[src/rtl/cpu_run_ctrl.sv]
// cpu_run_ctrl: sequences the core reset, counts run cycles, and ends the run
// on a tohost pass/fail write, a cycle-budget timeout or a stuck PC.
// Handshake note: there is no valid/ready traffic here; the tohost snoop is a
// single-cycle qualifier (dmem_we && dmem_addr == TOHOST_ADDR), and its effect
// appears on the outputs one cycle later.
module cpu_run_ctrl #(
  parameter int          RESET_CYCLES = 4,
  parameter int          MAX_CYCLES   = 100000,
  parameter int          CNT_W        = 32,
  parameter int          HANG_CYCLES  = 64,
  parameter logic [31:0] TOHOST_ADDR  = 32'h0000_1000,
  parameter bit          HOLD_ON_DONE = 1'b1
) (
  input  logic             clk,
  input  logic             reset,
  input  logic [31:0]      pc,
  input  logic             dmem_we,
  input  logic [31:0]      dmem_addr,
  input  logic [31:0]      dmem_wdata,
  output logic             cpu_reset,
  output logic             running,
  output logic             done,
  output logic             pass,
  output logic [2:0]       status,
  output logic [30:0]      fail_code,
  output logic [CNT_W-1:0] cycle_count
);

  // The state encoding equals the status code, so status doubles as the
  // FSM debug view.
  typedef enum logic [2:0] {
    S_HOLD    = 3'd0,
    S_RUN     = 3'd1,
    S_PASS    = 3'd2,
    S_FAIL    = 3'd3,
    S_TIMEOUT = 3'd4,
    S_HANG    = 3'd5
  } state_t;

  localparam logic [7:0]       HOLD_LAST = 8'(RESET_CYCLES - 1);
  localparam logic [CNT_W-1:0] CNT_LAST  = CNT_W'(MAX_CYCLES - 1);
  localparam logic [31:0]      HANG_LAST = 32'(HANG_CYCLES - 1);
  localparam bit               HANG_EN   = (HANG_CYCLES != 0);

  state_t      state;
  state_t      state_nxt;
  logic [7:0]  hold_cnt;
  logic [31:0] hang_cnt;
  logic [31:0] prev_pc;
  logic        prev_valid;

  logic tohost_hit;
  logic repeat_pc;
  logic hang_hit;
  logic nxt_terminal;

  assign tohost_hit   = dmem_we && (dmem_addr == TOHOST_ADDR);
  assign repeat_pc    = prev_valid && (pc == prev_pc);
  assign hang_hit     = HANG_EN && repeat_pc && (hang_cnt == HANG_LAST);
  assign nxt_terminal = (state_nxt == S_PASS) || (state_nxt == S_FAIL) ||
                        (state_nxt == S_TIMEOUT) || (state_nxt == S_HANG);

  // Next-state selection; in RUN the checks are prioritised pass, fail,
  // timeout, hang.
  always_comb begin
    state_nxt = state;
    unique case (state)
      S_HOLD: begin
        if (hold_cnt == HOLD_LAST) state_nxt = S_RUN;
      end
      S_RUN: begin
        if (tohost_hit)                 state_nxt = (dmem_wdata == 32'd1) ? S_PASS : S_FAIL;
        else if (cycle_count == CNT_LAST) state_nxt = S_TIMEOUT;
        else if (hang_hit)              state_nxt = S_HANG;
      end
      default: state_nxt = state;
    endcase
    if (reset) state_nxt = S_HOLD;
  end

  // State, counters and registered Moore outputs decoded from the next state.
  always_ff @(posedge clk) begin
    if (reset) begin
      state       <= S_HOLD;
      hold_cnt    <= 8'd0;
      hang_cnt    <= 32'd0;
      prev_pc     <= 32'd0;
      prev_valid  <= 1'b0;
      cycle_count <= '0;
      fail_code   <= 31'd0;
      cpu_reset   <= 1'b1;
      running     <= 1'b0;
      done        <= 1'b0;
      pass        <= 1'b0;
      status      <= 3'd0;
    end else begin
      state   <= state_nxt;
      prev_pc <= pc;

      if (state == S_HOLD && hold_cnt != HOLD_LAST) hold_cnt <= hold_cnt + 8'd1;

      if (state == S_RUN) begin
        prev_valid <= 1'b1;
        if (!(&cycle_count)) cycle_count <= cycle_count + CNT_W'(1);
        if (repeat_pc) begin
          if (!(&hang_cnt)) hang_cnt <= hang_cnt + 32'd1;
        end else begin
          hang_cnt <= 32'd0;
        end
        if (tohost_hit && dmem_wdata != 32'd1) fail_code <= dmem_wdata[31:1];
      end else if (state == S_HOLD) begin
        // The first RUN cycle has no valid predecessor pc to compare with.
        prev_valid <= 1'b0;
        hang_cnt   <= 32'd0;
      end

      cpu_reset <= (state_nxt == S_HOLD) || (nxt_terminal && HOLD_ON_DONE);
      running   <= (state_nxt == S_RUN);
      done      <= nxt_terminal;
      pass      <= (state_nxt == S_PASS);
      status    <= state_nxt;
    end
  end

endmodule

[config.mk]
export PLATFORM = sky130hd
export DESIGN_NAME = cpu_run_ctrl
export DESIGN_NICKNAME = d
export VERILOG_FILES = /design/src/rtl/cpu_run_ctrl.sv
export SDC_FILE = /design/constraint.sdc
export NUM_CORES = 1
export LEC_CHECK = 0
export CAP_MARGIN = 20
export CORE_MARGIN = 2
export CORE_UTILIZATION = 49
export CTS_CLUSTER_DIAMETER = 120
export CTS_CLUSTER_SIZE = 40
export DETAILED_ROUTE_END_ITERATION = 8
export PLACE_DENSITY = 0.79
export SYNTH_ARGS = -nofsm -noshare
export SYNTH_HDL_FRONTEND = slang
export SYNTH_SLANG_ARGS = --single-unit
[constraint.sdc]
create_clock -name clk -period 3.1 [get_ports clk]
set_input_delay 0.93 -clock clk [delete_from_list [all_inputs] [get_ports clk]]
set_output_delay 0.93 -clock clk [all_outputs]
set_load 0.05 [all_outputs]
==> results of run 1 <==
## flip-flops by register name (all words and copies together), names as in the netlist
register / count
prev_pc: 32
hang_cnt: 32
running: 1
prev_valid: 1
hold_cnt: 8
cpu_reset: 1
fail_code: 31
done: 1
state: 3
cycle_count: 32
pass: 1
## metal layers
layer | routed length [um] | global-route usage [%] | part of all wire [%]
met5 | 0 | 0 | 0
met4 | 411 | 10.7 | 2.4
met3 | 1130 | 7.96 | 6.6
met2 | 8770 | 44.7 | 51
met1 | 6750 | 26.8 | 40
## cell type report
| class | instances | share of cell area, % |
|---|---|---|
| Timing Repair Buffer | 181 | 20.5 |
| Sequential cell | 143 | 32.2 |
| Clock buffer | 21 | 5.17 |
| Inverter | 8 | 0.337 |
| Multi-Input combinational cell | 508 | 37.6 |
| Clock inverter | 11 | 1.81 |
| Tap cell | 172 | 2.42 |
## worst min-delay path: stages (launching register included)
cell and delay (ps):
dfxtp_1 310, nand2_1 50, a21oi_1 60
## stage by stage
stage	setup WS, ps	utilization [%]	hold WS (ps)	std cells
global placement	23.7	65.3	446	1012
floorplan	585	-	437	687
detailed placement	-32.5	65.3	460	1012
CTS	384	70.2	471	1044
finish	372	70.2	471	1044
global route	230	70.2	492	1044
## logic make-up (layout without fill, tap and decap cells)
family / Yosys count / count (layout) / share of synthesized area [%]
fa+ha+maj: 3 / 3 / 0.586
flops: 143 / 143 / 44.7
mux: 32 / 32 / 5.00
xor+xnor: 93 / 93 / 12.7
compound gates: 18 / 18 / 2.03
simple gates: 362 / 362 / 31.9
buf+inv: 36 / 221 / 3.11
## synth_stat cells, drive strengths merged, types with 2 or more instances
cell type  number  area [um2]
nor3b           2        25.0
and2            3        18.8
nand2b          4        25.0
nor4           33         240
xor2           63         552
clkbuf         12        45.0
inv             8        30.0
ha              3        37.5
nor2b          37         234
a21oi           6        33.8
or3             3        18.8
or2             2        12.5
and4            9        83.8
dfxtp         143        2860
nor2          114         433
mux2i          32         320
o21ai           2        10.0
and3           22         139
nand4          39         278
nand2          26        97.6
nor4b           4        35.0
nand3b          2        15.0
buf            16         124
nand3          45         265
xnor2          30         263
o21bai          2        15.0
nor3           12        75.1
## how the worst min path moves through the flow
stage | start | end | slack [ps] | cells past startpoint
after floorplan | prev_valid | prev_valid | 440 | 2
after global placement | prev_valid | prev_valid | 450 | 2
after detailed placement | prev_valid | prev_valid | 460 | 2
after CTS | prev_valid | prev_valid | 470 | 2
after global routing | prev_valid | prev_valid | 490 | 2
final | prev_valid | prev_valid | 470 | 2
## where the power goes
part           total (mW)  switching [mW]  internal [mW]
registers            1.93          0.0371           1.89
logic               0.411           0.190          0.221
clock network        2.14           0.761           1.38
==> impl_metrics.env, run 1 <==
export IMPL_clock_root_buffer="clkbuf_16"
export IMPL_yosys_register_bits=143
export IMPL_async_flop_share_pct=0
export IMPL_fin_tns_setup_ps=0
export IMPL_final_hold_viol_count=0
export IMPL_initial_core_util_pct=50.5
export IMPL_power_mw=4.48
export IMPL_syn_num_nets=789
export IMPL_grt_use_total_pct=24.9
export IMPL_ant_nets=0
export IMPL_rsz0062_at_grt="no"
export IMPL_slowest_delay_ps=440
export IMPL_gp_congestion=0.884
export IMPL_post_cts_buffers=0
export IMPL_cp_start_kind="input pin"
export IMPL_cp_num_buf_inv=1
export IMPL_critical_path_endpoint="pass"
export IMPL_clock_sinks=143
export IMPL_final_cell_mix="clkdlybuf4s50_1 (167), dfxtp_1 (143), nor2_1 (112)"
export IMPL_ir_drop_uv=367
export IMPL_grt_pass1_wl_um=28000
export IMPL_period_minus_slack_ps=2730
export IMPL_crit_cells=8
export IMPL_core_area_um2=12700
export IMPL_cts_buffers_inserted=17
export IMPL_relSlewSlack_pct=60.3
export IMPL_layout_commonest_cell="clkdlybuf4s50_1"
export IMPL_place_hpwl_um=12300
export IMPL_clk_pin_slew_ps=60
export IMPL_die_w_um=118
export IMPL_grt_max_degree=47
export IMPL_hold_class="flip-flop to flip-flop"
export IMPL_place_port_buffers=168
export IMPL_cp_required_ps=3420
export IMPL_status="finished, final reports clean"
export IMPL_worst_ep_arrival_time_ps=3040
export IMPL_max_cap_violations=0
export IMPL_power_density_nw_per_um2=503
export IMPL_fin_skew_ps=9.00
export IMPL_syn_area_um2=6400
export IMPL_multi_input_area_um2=3340
export IMPL_path_max_fanout=3
export IMPL_yosys_warnings=0
export IMPL_dpl_instance_area_um2=8280
export IMPL_post_route_period_util_pct=88.0
export IMPL_fmax_mhz=367
export IMPL_drtIter0Drc=254
export IMPL_drt_wl_total_um=17100
export IMPL_antenna_found_initial=0
export IMPL_die_area_um2=14000
export IMPL_synth_seq_area_share_pct=44.7
export IMPL_wire_per_inst_um=16.4
export IMPL_worstReg2RegEnd="cycle_count[29]"
export IMPL_h_tree_depth=4
export IMPL_via_per_inst=5.45
export IMPL_synth_cell_types=55
export IMPL_clock_latency_ps=430
export IMPL_p_leak_nw=3.19
export IMPL_slew_viol_final=0
export IMPL_synth_edf_count=0
export IMPL_avgSynthCellArea_um2=9.32
export IMPL_r2r_setup_slack_ps=820
export IMPL_syn2layout_area_growth_pct=39.0
export IMPL_rows=41
export IMPL_finalNetCount=961
export IMPL_critPathTopFamily="simple AND/OR/NAND/NOR gates"
export IMPL_cts_tree="built"
export IMPL_path_class="input pin to flip-flop"
export IMPL_firstDrtPassIters=5
export IMPL_end_kind="flip-flop"
export IMPL_syn_inst=687
export IMPL_clock_path_buffers=2
export IMPL_drc=0
export IMPL_vias=5687
export IMPL_grt_ovfl_total=0
export IMPL_grt_pass1_vias=5784
export IMPL_cts_hold_buf=0
export IMPL_ctsResizeCount=0
export IMPL_final_cell_area_um2=8900
export IMPL_r2r_start="state[0]"
export IMPL_r2r_cells=7
export IMPL_drive_gt1_share_pct=8.94
export IMPL_worst_pin_slew_ps=593
export IMPL_ys_flop_type="dfxtp_1"
export IMPL_slowest_stage="clkdlybuf4s50_1"
export IMPL_io_pins=169
export IMPL_dieHeight_um=118
export IMPL_worstPathCellList="clkdlybuf4s50_1 -> and2b_2 -> a2111o_1 -> nor4_4 -> nand4_1 -> a21oi_1 -> o21bai_1 -> nor3b_2"
export IMPL_startpoint="pc[2]"
export IMPL_final_seq_area_um2=2860
export IMPL_fillers=993
export IMPL_diodes=0
export IMPL_finalSetupViolations=0
(Power assumes the default switching activity.)
==> inputs of run 2 (changes only) <==
Settings changed: CORE_UTILIZATION 49 to 44, PLACE_DENSITY 0.79 to 0.74.
Clock period 3.1 ns to 2.2 ns, I/O delays scaled along.
==> run 2 against run 1 <==
  * Clock skew is 1.8 ps lower
  * Core utilization decreased by 4.6 points
  * Die area grew 11%
  * First-iteration DRC count up 37%
  * Final cell count is 5.9% higher
  * Via count up 3.3%
  * Sequential cell count stayed put
  * Critical path depth unchanged
  * Clock power grew 36%
  * Wire length up 4.7%
  * Critical path type is now flip-flop to flip-flop
  * Largest cell class unchanged
  * Largest power group unchanged
==> impl_metrics.env, run 2 (same netlist as run 1, synthesis figures left out) <==
export IMPL_h_tree_depth=4
export IMPL_clock_root_buffer="clkbuf_16"
export IMPL_grt_pass1_wl_um=28700
export IMPL_firstDrtPassIters=5
export IMPL_cts_buffers_inserted=17
export IMPL_cp_required_ps=2510
export IMPL_ant_nets=0
export IMPL_dpl_instance_area_um2=8450
export IMPL_initial_core_util_pct=44.6
export IMPL_p_leak_nw=4.00
export IMPL_fmax_mhz=464
export IMPL_drive_gt1_share_pct=24.8
export IMPL_clk_pin_slew_ps=60
export IMPL_post_route_period_util_pct=97.9
export IMPL_slew_viol_final=0
export IMPL_wire_per_inst_um=16.2
export IMPL_met1_length_um=7270
export IMPL_place_port_buffers=168
export IMPL_cp_start_kind="flip-flop"
export IMPL_rows=44
export IMPL_die_w_um=125
export IMPL_clock_path_buffers=2
export IMPL_finalNetCount=1010
export IMPL_cts_hold_buf=0
export IMPL_hold_class="input pin to flip-flop"
export IMPL_antenna_found_initial=1
export IMPL_routed_wl_met3_um=977
export IMPL_final_hold_viol_count=0
export IMPL_gp_congestion=0.873
export IMPL_io_pins=169
export IMPL_worst_ep_arrival_time_ps=2470
export IMPL_fin_tns_setup_ps=0
export IMPL_final_cell_area_um2=9430
export IMPL_final_cell_mix="dfxtp_1 (134), nor2_1 (111), buf_4 (82)"
export IMPL_fin_skew_ps=7.23
export IMPL_final_seq_area_um2=2870
export IMPL_die_area_um2=15500
export IMPL_cts_tree="built"
export IMPL_status="finished, final reports clean"
export IMPL_drtIter0Drc=347
export IMPL_path_max_fanout=17
export IMPL_power_density_nw_per_um2=661
export IMPL_r2r_cells=8
export IMPL_finalSetupViolations=0
export IMPL_rsz0062_at_grt="yes"
export IMPL_layout_commonest_cell="dfxtp_1"
export IMPL_drc=0
export IMPL_core_area_um2=14400
export IMPL_end_kind="flip-flop"
export IMPL_multi_input_area_um2=3620
export IMPL_drt_wl_total_um=17900
export IMPL_relSlewSlack_pct=65.6
export IMPL_min_path_cells=2
export IMPL_grt_ovfl_total=0
export IMPL_clock_sinks=143
export IMPL_syn2layout_area_growth_pct=47.3
export IMPL_dieHeight_um=125
export IMPL_via_per_inst=5.31
export IMPL_vias=5873
export IMPL_place_hpwl_um=12300
export IMPL_reg_top3="cycle_count: 32 flops, hang_cnt: 32 flops, prev_pc: 32 flops"
export IMPL_ir_drop_uv=581
export IMPL_grt_max_degree=41
export IMPL_wl_met2_um=9150
export IMPL_grt_use_total_pct=22.6
export IMPL_grt_pass1_vias=5837
export IMPL_fillers=1112
export IMPL_topRoutingLayerUsed="met4"
export IMPL_path_class="flip-flop to flip-flop"
export IMPL_period_minus_slack_ps=2150
export IMPL_clock_latency_ps=420
export IMPL_worst_pin_slew_ps=519
export IMPL_max_cap_violations=0
==> run 2: cell count changes in the layout (fill, tap and decap cells not counted), sizes merged, moves of 2 or more <==
cell,previous run,this run
clkdlybuf4s15,0,14
bufinv,4,2
clkinvlp,1,3
buf,14,106
clkdlybuf4s50,167,6
dlygate4sd2,0,79
dlymetal6s2s,0,16
clkbuf,21,32
==> run 2: per-layer routing <==
metal,up-vias,global-route usage (%)
li1,2827,-
met3,38,5.71
met5,-,0
met1,2813,26.4
met4,0,9.85
met2,195,39.2
==> run 2: worst max-delay path: stages, from the launching register on <==
cell and delay (ps):
dfxtp_2 310, and2b_2 220, a2111o_1 340, nor4_4 420, nand4_4 210, buf_12 210, nand4_1 110, xor2_1 170
nor2_1 60
==> run 2: final cells by class <==
class                      instances  area share, %
multi-input combinational        508           38.4
sequential                       143           30.5
timing repair buffer             230           21.9
clock buffer                      23           5.28
tap                              184           2.44
clock inverter                     9           1.13
inverter                           8          0.318
antenna                            1         0.0265
==> run 2: final timing paths <==
check / from / to / slack (ps)
min reg2reg: hang_cnt[1] / hang_cnt[1] / 470
min: pc[2] / prev_pc[2] / 460
max reg2reg: prev_pc[2] / hang_cnt[3] / 50
max: prev_pc[2] / hang_cnt[3] / 50
==> run 2: timing repair <==
action	in CTS	in global routing
gates cloned	3	2
pin swaps	38	32
setup buffers	10	2
endpoints found under the setup margin	103	71
resized for setup	174	69
==> run 2: metrics by stage <==
stage	total power [mW]	setup slack (ps)	std cells	utilization (%)	hold slack, ps
global placement	3.35	-602	1057	58.8	451
finish	6.23	45.5	1106	65.6	459
detailed placement	3.37	-673	1057	58.8	451
floorplan	3.04	2.93	687	-	437
global route	6.43	-83.9	1106	65.6	499
CTS	6.23	-8.15	1101	63.9	470
==> run 2: power by group <==
part,switching [mW],internal [mW],total [mW]
Combinational,0.304,0.297,0.601
Clock,1.10,1.81,2.91
Sequential,0.0552,2.66,2.72
==> inputs of run 3 (changes only) <==
Settings changed: CORE_UTILIZATION 44 to 35, PLACE_DENSITY 0.74 to 0.61, SKIP_LAST_GASP set to 1.
==> run 3 against run 2 <==
  * Setup slack got worse by 15 ps
  * Largest cell class unchanged
  * Largest power group unchanged
  * Clock power decreased by 4%
  * Fmax decreased by 0.69%
  * Wire length decreased by 5.0%
  * Final area is 0.99% higher
==> impl_metrics.env, run 3 (same netlist as run 1, synthesis figures left out) <==
export IMPL_status="finished, final reports clean"
export IMPL_cp_start_kind="input pin"
export IMPL_drc=0
export IMPL_hold_class="flip-flop to flip-flop"
export IMPL_grt_pass1_vias=5495
export IMPL_min_path_cells=2
export IMPL_gr_usage_met3_pct=6.43
export IMPL_cp_required_ps=2550
export IMPL_firstDrtPassIters=4
export IMPL_drtIter0Drc=277
export IMPL_switching_share_pct=24.0
export IMPL_slew_viol_final=0
export IMPL_clock_latency_ps=420
export IMPL_layout_commonest_cell="dfxtp_1"
export IMPL_antenna_found_initial=2
export IMPL_place_hpwl_um=12100
export IMPL_path_max_fanout=33
export IMPL_cts_buffers_inserted=17
export IMPL_cts_tree="built"
export IMPL_reg_top3="cycle_count: 32 flops, hang_cnt: 32 flops, prev_pc: 32 flops"
export IMPL_relSlewSlack_pct=66.0
export IMPL_rows=49
export IMPL_final_hold_viol_count=0
export IMPL_core_area_um2=18000
export IMPL_grt_pass1_wl_um=27400
export IMPL_io_pins=169
export IMPL_r2r_cells=8
export IMPL_syn2layout_area_growth_pct=48.7
export IMPL_drt_wl_total_um=17000
export IMPL_p_switching_mw=1.47
export IMPL_fin_skew_ps=12.5
export IMPL_clk_pin_slew_ps=60
export IMPL_die_area_um2=19400
export IMPL_dieHeight_um=139
export IMPL_final_cell_mix="dfxtp_1 (136), buf_4 (117), nor2_1 (112)"
export IMPL_worst_pin_slew_ps=511
export IMPL_path_class="input pin to flip-flop"
export IMPL_clock_path_buffers=2
export IMPL_place_port_buffers=168
export IMPL_clock_sinks=143
export IMPL_grt_max_degree=44
export IMPL_end_kind="flip-flop"
export IMPL_post_route_period_util_pct=98.6
export IMPL_post_place_cells=1124
export IMPL_cts_hold_buf=0
export IMPL_rsz0062_at_grt="yes"
export IMPL_grt_busiest_layer="met2"
export IMPL_die_w_um=139
export IMPL_worst_hold_slack_ps=460
export IMPL_via_per_inst=4.81
export IMPL_power_density_nw_per_um2=640
export IMPL_use_met2_pct=28.0
export IMPL_grt_ovfl_total=0
export IMPL_p_int_mw=4.63
export IMPL_clockPowerShare_pct=45.7
export IMPL_layout_cells_non_filler=1169
export IMPL_fmax_mhz=461
export IMPL_grt_use_total_pct=17.4
export IMPL_finalNetCount=1029
export IMPL_initial_core_util_pct=35.7
export IMPL_ant_nets=0
export IMPL_ir_drop_uv=450
export IMPL_max_cap_violations=0
export IMPL_drive_gt1_share_pct=24.6
export IMPL_vias=5626
export IMPL_combPwrFrac_pct=9.8
export IMPL_clock_root_buffer="clkbuf_16"
export IMPL_gp_congestion=0.782
export IMPL_grt_use_met1_pct=21.7
export IMPL_period_minus_slack_ps=2170
export IMPL_wire_per_inst_um=14.5
export IMPL_finalSetupViolations=0
export IMPL_worst_ep_arrival_time_ps=2520
export IMPL_h_tree_depth=4
export IMPL_p_seq_share_pct=44.4
export IMPL_p_leak_nw=4.00
run 3: repair_timing:
| item | 4_1_cts | 5_1_grt |
|---|---|---|
| resized for setup | 132 | 33 |
| buffers inserted | 7 | 5 |
| setup endpoints to repair | 92 | 68 |
| cloned | 3 | 0 |
| pin swaps | 28 | 24 |
run 3: power by group through the flow:
stage / clock network, mW / logic [mW] / registers (mW)
after floorplan: 0 / 0.225 / 2.81
after global placement: 0 / 0.616 / 2.77
after detailed placement: 0 / 0.619 / 2.77
after CTS: 2.86 / 0.605 / 2.71
after global routing: 2.98 / 0.656 / 2.72
final: 2.79 / 0.601 / 2.71
run 3: area by class of cell:
type,count,area (um2)
antenna,1,2.50
clock buffer,18,429
clock inverter,13,143
fill,1715,8440
inverter,8,30.0
multi-input combinational,508,3540
sequential,143,2870
tap,229,287
timing repair buffer,249,2230
run 3: metal layers:
| layer | vias to the layer above | share of wire, % |
|---|---|---|
| met4 | 2 | 1.5 |
| met5 | - | 0.077 |
| met1 | 2618 | 45 |
| li1 | 2860 | - |
| met2 | 127 | 47 |
| met3 | 19 | 6.2 |
run 3: worst paths after layout:
check,to,from,slack (ps)
max,hang_cnt[30],pc[3],30
min,prev_valid,prev_valid,460
max reg2reg,fail_code[4],state[0],110
min reg2reg,prev_valid,prev_valid,460
run 3: through the flow:
| stage | power [mW] | area, um2 | setup WS [ps] | TNS [ps] | utilization, % |
|---|---|---|---|---|---|
| floorplan | 3.04 | 6410 | 2.93 | 0 | - |
| global placement | 3.38 | 8660 | -851 | -46110 | 48.2 |
| detailed placement | 3.39 | 8660 | -835 | -45550 | 48.2 |
| CTS | 6.17 | 9460 | -12.0 | -12.0 | 52.7 |
| global route | 6.35 | 9520 | -42.6 | -293 | 53.0 |
| finish | 6.10 | 9530 | 30.5 | 0 | 53.0 |
run 3: critical path, stage by stage:
cell             delay (ps)
clkdlybuf4s50_1         460
inv_1                    60
o2111a_1                230
and4_4                  220
nand4_4                  70
buf_12                  200
nand4_1                 130
or3_1                   340
a21oi_2                 130
==> RTL change 1, RTL diff (config.mk and constraints of run 1) <==
One comparison of `cycle_count` changes from == to >=.
--- a/src/rtl/cpu_run_ctrl.sv
+++ b/src/rtl/cpu_run_ctrl.sv
@@ -72,3 +72,3 @@
         if (tohost_hit)                 state_nxt = (dmem_wdata == 32'd1) ? S_PASS : S_FAIL;
-        else if (cycle_count == CNT_LAST) state_nxt = S_TIMEOUT;
+        else if (cycle_count >= CNT_LAST) state_nxt = S_TIMEOUT;
         else if (hang_hit)              state_nxt = S_HANG;
Check against the original RTL: no difference found for any inputs over 10 cycles, from zero or initial values and one cycle with reset high; that may be too few to reach the edited logic, so the function may still have changed.
==> RTL change 1 against run 1 <==
Synthesized area decreased by 2.2%. Synthesized cell count increased by 6.3%. Design area increased by 0.63%. Largest power group unchanged. Sequential cell count unchanged. Highest routed layer unchanged. Worst setup slack got worse by 350 ps. Critical path depth unchanged. Critical path type unchanged. Total power about the same. Largest cell class unchanged. Routed wire length increased by 0.13%.
==> RTL change 1: results (changes against run 1) <==
The max-slew headroom at the worst pin is 0.516 (was 0.603). The tools report the number of nets at the end of the flow as 1016 (was 961). The logs give 5 (unchanged) for the number of search-and-repair iterations in the first detailed-routing pass and 0.258 (was 0.249) for the total routing resource utilization after global routing.

Fraction of final layout cells with drive strength greater than 1: 0.0841 (was 0.0894). The worst slack at placement was -474 ps (was -32.5 ps); the final clock skew was 9.18 ps (was 9.00 ps). The critical-path maximum fanout works out to 2 (was 3). The critical path's largest stage delay was 540 ps (was 440 ps). Initial detailed-routing violation count: 279 (was 254). The global-route wire length before repair is 27600 um (was 28000 um), and the synthesis warning total is 0 (unchanged).

The global placer's final weighted congestion is 0.958 (was 0.884). The run finished with clean final reports. The sequential element share of the synthesized area was 0.457 (was 0.447).

The via count is 5834 (was 5687). The leakage power total is 3.11 nW (was 3.19 nW). The worst-path cell with the longest stage delay is sky130_fd_sc_hd__or4_4 (was sky130_fd_sc_hd__clkdlybuf4s50_1). The logs give 8270 sq um (was 8280 sq um) for the instance area at placement and 3440 ps (was 3040 ps) for the data arrival time at the worst-slack endpoint.

The tools report the worst voltage drop across the vdd grid as 0.319 mV (was 0.367 mV). Post-synth top cells: sky130_fd_sc_hd__dfxtp_1 (143), sky130_fd_sc_hd__nand2_1 (95), sky130_fd_sc_hd__nor2_1 (92) (was sky130_fd_sc_hd__dfxtp_1 (143), sky130_fd_sc_hd__nor2_1 (112), sky130_fd_sc_hd__xor2_1 (63)). The wire length after detailed routing is 17100 um (about the same), and the number of library cell types mapped by synthesis is 47 (was 55). Largest cells by area after synthesis: sky130_fd_sc_hd__dfxtp_1 (46%), sky130_fd_sc_hd__xnor2_1 (7.0%), sky130_fd_sc_hd__xor2_1 (6.6%) (was sky130_fd_sc_hd__dfxtp_1 (45%), sky130_fd_sc_hd__xor2_1 (8.6%), sky130_fd_sc_hd__nor2_1 (6.6%)).
RTL change 1: cell types whose count changed in the layout (fill, tap and decap cells not counted), sizes merged, moves of 10 or more:
cell                  run 1  this run
xnor2                    30        50
nand3                    45        33
mux2i                    32         2
dlymetal6s2s              0        10
and3                     22        11
clkdlybuf4s50           167       157
a21oi                     6        39
buf                      14        27
nor2                    114        92
xor2                     63        47
nand2                    26        95
RTL change 1: path summary, 6_finish.rpt:
path / from / end / cells after the start / slack [ps]
min reg2reg: fail_code[4] / fail_code[4] / 2 / 450
max: dmem_addr[18] / running / 8 / 20
max reg2reg: cycle_count[5] / cycle_count[31] / 7 / 580
min: fail_code[4] / fail_code[4] / 2 / 450
RTL change 1: report_power, final:
part / switching [W] / leakage (nW) / total (W) / internal [W]
Combinational: 0.000204 / 1.66 / 0.000438 / 0.000233
Sequential: 0.0000384 / 1.16 / 0.00193 / 0.00189
Clock: 0.000816 / 0.294 / 0.00212 / 0.00130
Total: 0.00106 / 3.11 / 0.00448 / 0.00342
RTL change 1: cells by family after synthesis:
logic type      share of synthesized area
simple gates                        0.324
flops                               0.457
xor+xnor                            0.136
compound gates                     0.0483
buf+inv                            0.0254
fa+ha+maj                         0.00599
mux                               0.00320
RTL change 1: timing repair:
action	4_1_cts	5_1_grt
setup buffers	0	1
endpoints found under the setup margin	2	2
hold buffers	0	0
resized for setup	2	15
pin swaps	0	10
RTL change 1: stage by stage:
step | instances | TNS, ps
finish | 1099 | 0
global route | 1099 | -87.4
CTS | 1098 | 0
detailed placement | 1066 | -10970
global placement | 1066 | -10270
floorplan | 730 | 0
RTL change 1: worst max-delay path: cells and delay by family:
family / cells / cell delay (ps)
AOI/OAI and AO/OA: 1 / 280
buffers and inverters: 2 / 560
and+or+nand+nor: 5 / 1670
RTL change 1: layer usage:
metal	wire length, um	part of all wire	track usage
met3	1020	0.060	0.0680
met2	8490	0.50	0.438
met4	343	0.020	0.0965
met1	7240	0.42	0.316
met5	0	0	0
RTL change 1: cell type report:
type / instances / area, sq um
sequential: 143 / 2860
inverter: 11 / 41.3
timing repair buffer: 194 / 1920
tap: 172 / 215
clock inverter: 14 / 179
clock buffer: 18 / 439
fill: 973 / 3610
multi-input combinational: 547 / 3300
==> RTL change 2, RTL diff (config.mk and constraints of run 1) <==
Made on the original files. Set the parameter `HOLD_ON_DONE` to 1'b0 (it was 1'b1).
--- a/src/rtl/cpu_run_ctrl.sv
+++ b/src/rtl/cpu_run_ctrl.sv
@@ -11,3 +11,3 @@
   parameter logic [31:0] TOHOST_ADDR  = 32'h0000_1000,
-  parameter bit          HOLD_ON_DONE = 1'b1
+  parameter bit          HOLD_ON_DONE = 1'b0
 ) (
Behaviour: not the same (Yosys sat finds a counterexample within 10 cycles, from zero or initial values and one cycle with reset high).
==> RTL change 2 against run 1 <==
Design area fell by 0.77%. Total power fell by 1.3%. Global-route usage fell by 0.17 points. Sequential cell count unchanged. Synthesized area decreased by 0.72%. Sequential power barely moved. Register-to-register slack lost 80 ps. Routed wire length down 0.43%. Worst setup slack worse by 28 ps. First-iteration DRC count up 86%. Utilization fell by 0.26 points.
==> RTL change 2: results (changes against run 1) <==
The run finished with clean final reports. Post-synth top cells: sky130_fd_sc_hd__dfxtp_1 (143), sky130_fd_sc_hd__nor2_1 (107), sky130_fd_sc_hd__xnor2_1 (50) (was sky130_fd_sc_hd__dfxtp_1 (143), sky130_fd_sc_hd__nor2_1 (112), sky130_fd_sc_hd__xor2_1 (63)). Termination of the worst setup path: hang_cnt[5] (was pass).

The largest net degree at the start of global routing was 61 (was 47). The hold path startpoint was hang_cnt[0] (was prev_valid). The fraction of the cycle the final worst path needs is 0.889 (was 0.880), and the post-layout utilization of the core is 0.700 (was 0.702). Largest cells by area after synthesis: sky130_fd_sc_hd__dfxtp_1 (45%), sky130_fd_sc_hd__xnor2_1 (6.9%), sky130_fd_sc_hd__nor2_1 (6.3%) (was sky130_fd_sc_hd__dfxtp_1 (45%), sky130_fd_sc_hd__xor2_1 (8.6%), sky130_fd_sc_hd__nor2_1 (6.6%)). The depth of the most critical reg-to-reg path was 8 (was 7); the worst voltage drop across the vdd grid was 0.396 mV (was 0.367 mV).

The global-route wire length before repair is 27800 um (was 28000 um), and the worst reg-to-reg setup slack is 740 ps (was 820 ps). The worst hold endpoint is hang_cnt[0] (was prev_valid). The fill cell total of the finished layout is 990 (was 993). The global placer's final weighted congestion is 0.899 (was 0.884), and the instance area at placement is 8230 sq um (was 8280 sq um). The logs give 803 (was 789) for the number of nets in the synthesized netlist and 5764 (was 5687) for the via count. The number of nets at the end of the flow was 978 (was 961); the mean cell area of the mapped netlist was 9.07 sq um (was 9.32 sq um).

Source of the worst register-to-register timing path: cycle_count[0] (was state[0]). Critical path launch point: pc[4] (was pc[2]). The total routing resource utilization after global routing is 0.248 (was 0.249). The root buffer cell was sky130_fd_sc_hd__clkbuf_16 (unchanged).

The critical path's largest stage delay was 500 ps (was 440 ps). The critical-path maximum fanout came out at 18 (was 3). The max-slew headroom at the worst pin was 0.490 (was 0.603). The initial detailed-routing violation count is 473 (was 254). The adder-cell share of the synthesized area is 0.00590 (was 0.00586), and the placed cell count is 1029 (was 1012).

The final standard cell count with taps included and fillers excluded is 1061 (was 1044), and the post-synthesis share of cell area spent on xor and xnor gates is 0.118 (was 0.127). The post-synthesis mux area share came out at 0.0519 (was 0.0500). The number of antenna diodes is 0 (unchanged), and the wire length per cell is 16.0 um (was 16.4 um). The fraction of final layout cells with drive strength greater than 1 came out at 0.0754 (was 0.0894). For the sequential element share of the synthesized area, the log shows 0.450 (was 0.447). The worst slack at placement is -90.0 ps (was -32.5 ps), and the half-perimeter wire length after detailed placement is 12600 um (was 12300 um). Count of instances resized after the clock tree is built: 0 (unchanged).
## RTL change 2: cell types whose count changed in the layout (fill, tap and decap cells not counted), moves of 4 or more
cell                       before  now
sky130_fd_sc_hd__o21ai_0        2   15
sky130_fd_sc_hd__nand2b_1       4    0
sky130_fd_sc_hd__nand3_2        8    0
sky130_fd_sc_hd__nor2_1       112  107
sky130_fd_sc_hd__and3_1        21   15
sky130_fd_sc_hd__a21oi_1        5   16
sky130_fd_sc_hd__or3_1          3   10
sky130_fd_sc_hd__xnor2_1       30   50
sky130_fd_sc_hd__buf_4         10   14
sky130_fd_sc_hd__nor3_1         9   17
sky130_fd_sc_hd__nand2_1       26   37
sky130_fd_sc_hd__xor2_1        63   36
## RTL change 2: cell type report
class | instances | share of cell area
Tap cell | 172 | 0.0244
Timing Repair Buffer | 182 | 0.203
Multi-Input combinational cell | 521 | 0.375
Inverter | 11 | 0.00467
Sequential cell | 143 | 0.324
Clock buffer | 18 | 0.0497
Clock inverter | 14 | 0.0188
## RTL change 2: report_power, final
part | internal, W | total (W) | switching [W]
logic | 0.000221 | 0.000422 | 0.000201
clock network | 0.00128 | 0.00207 | 0.000791
registers | 0.00189 | 0.00193 | 0.0000404
## RTL change 2: routing by layer
layer	GRT usage	part of all wire
met5	0	0
met4	0.0919	0.018
met3	0.0635	0.066
met2	0.438	0.50
met1	0.287	0.42
## RTL change 2: per-stage QoR
| stage | hold slack, ps | power (W) | TNS [ps] |
|---|---|---|---|
| 2_1_floorplan | 444 | 0.00218 | 0 |
| 3_3_place_gp | 455 | 0.00237 | 0 |
| 3_5_place_dp | 479 | 0.00239 | -2560 |
| 4_1_cts | 487 | 0.00445 | 0 |
| 5_1_grt | 509 | 0.00457 | 0 |
| 6_report | 486 | 0.00442 | 0 |
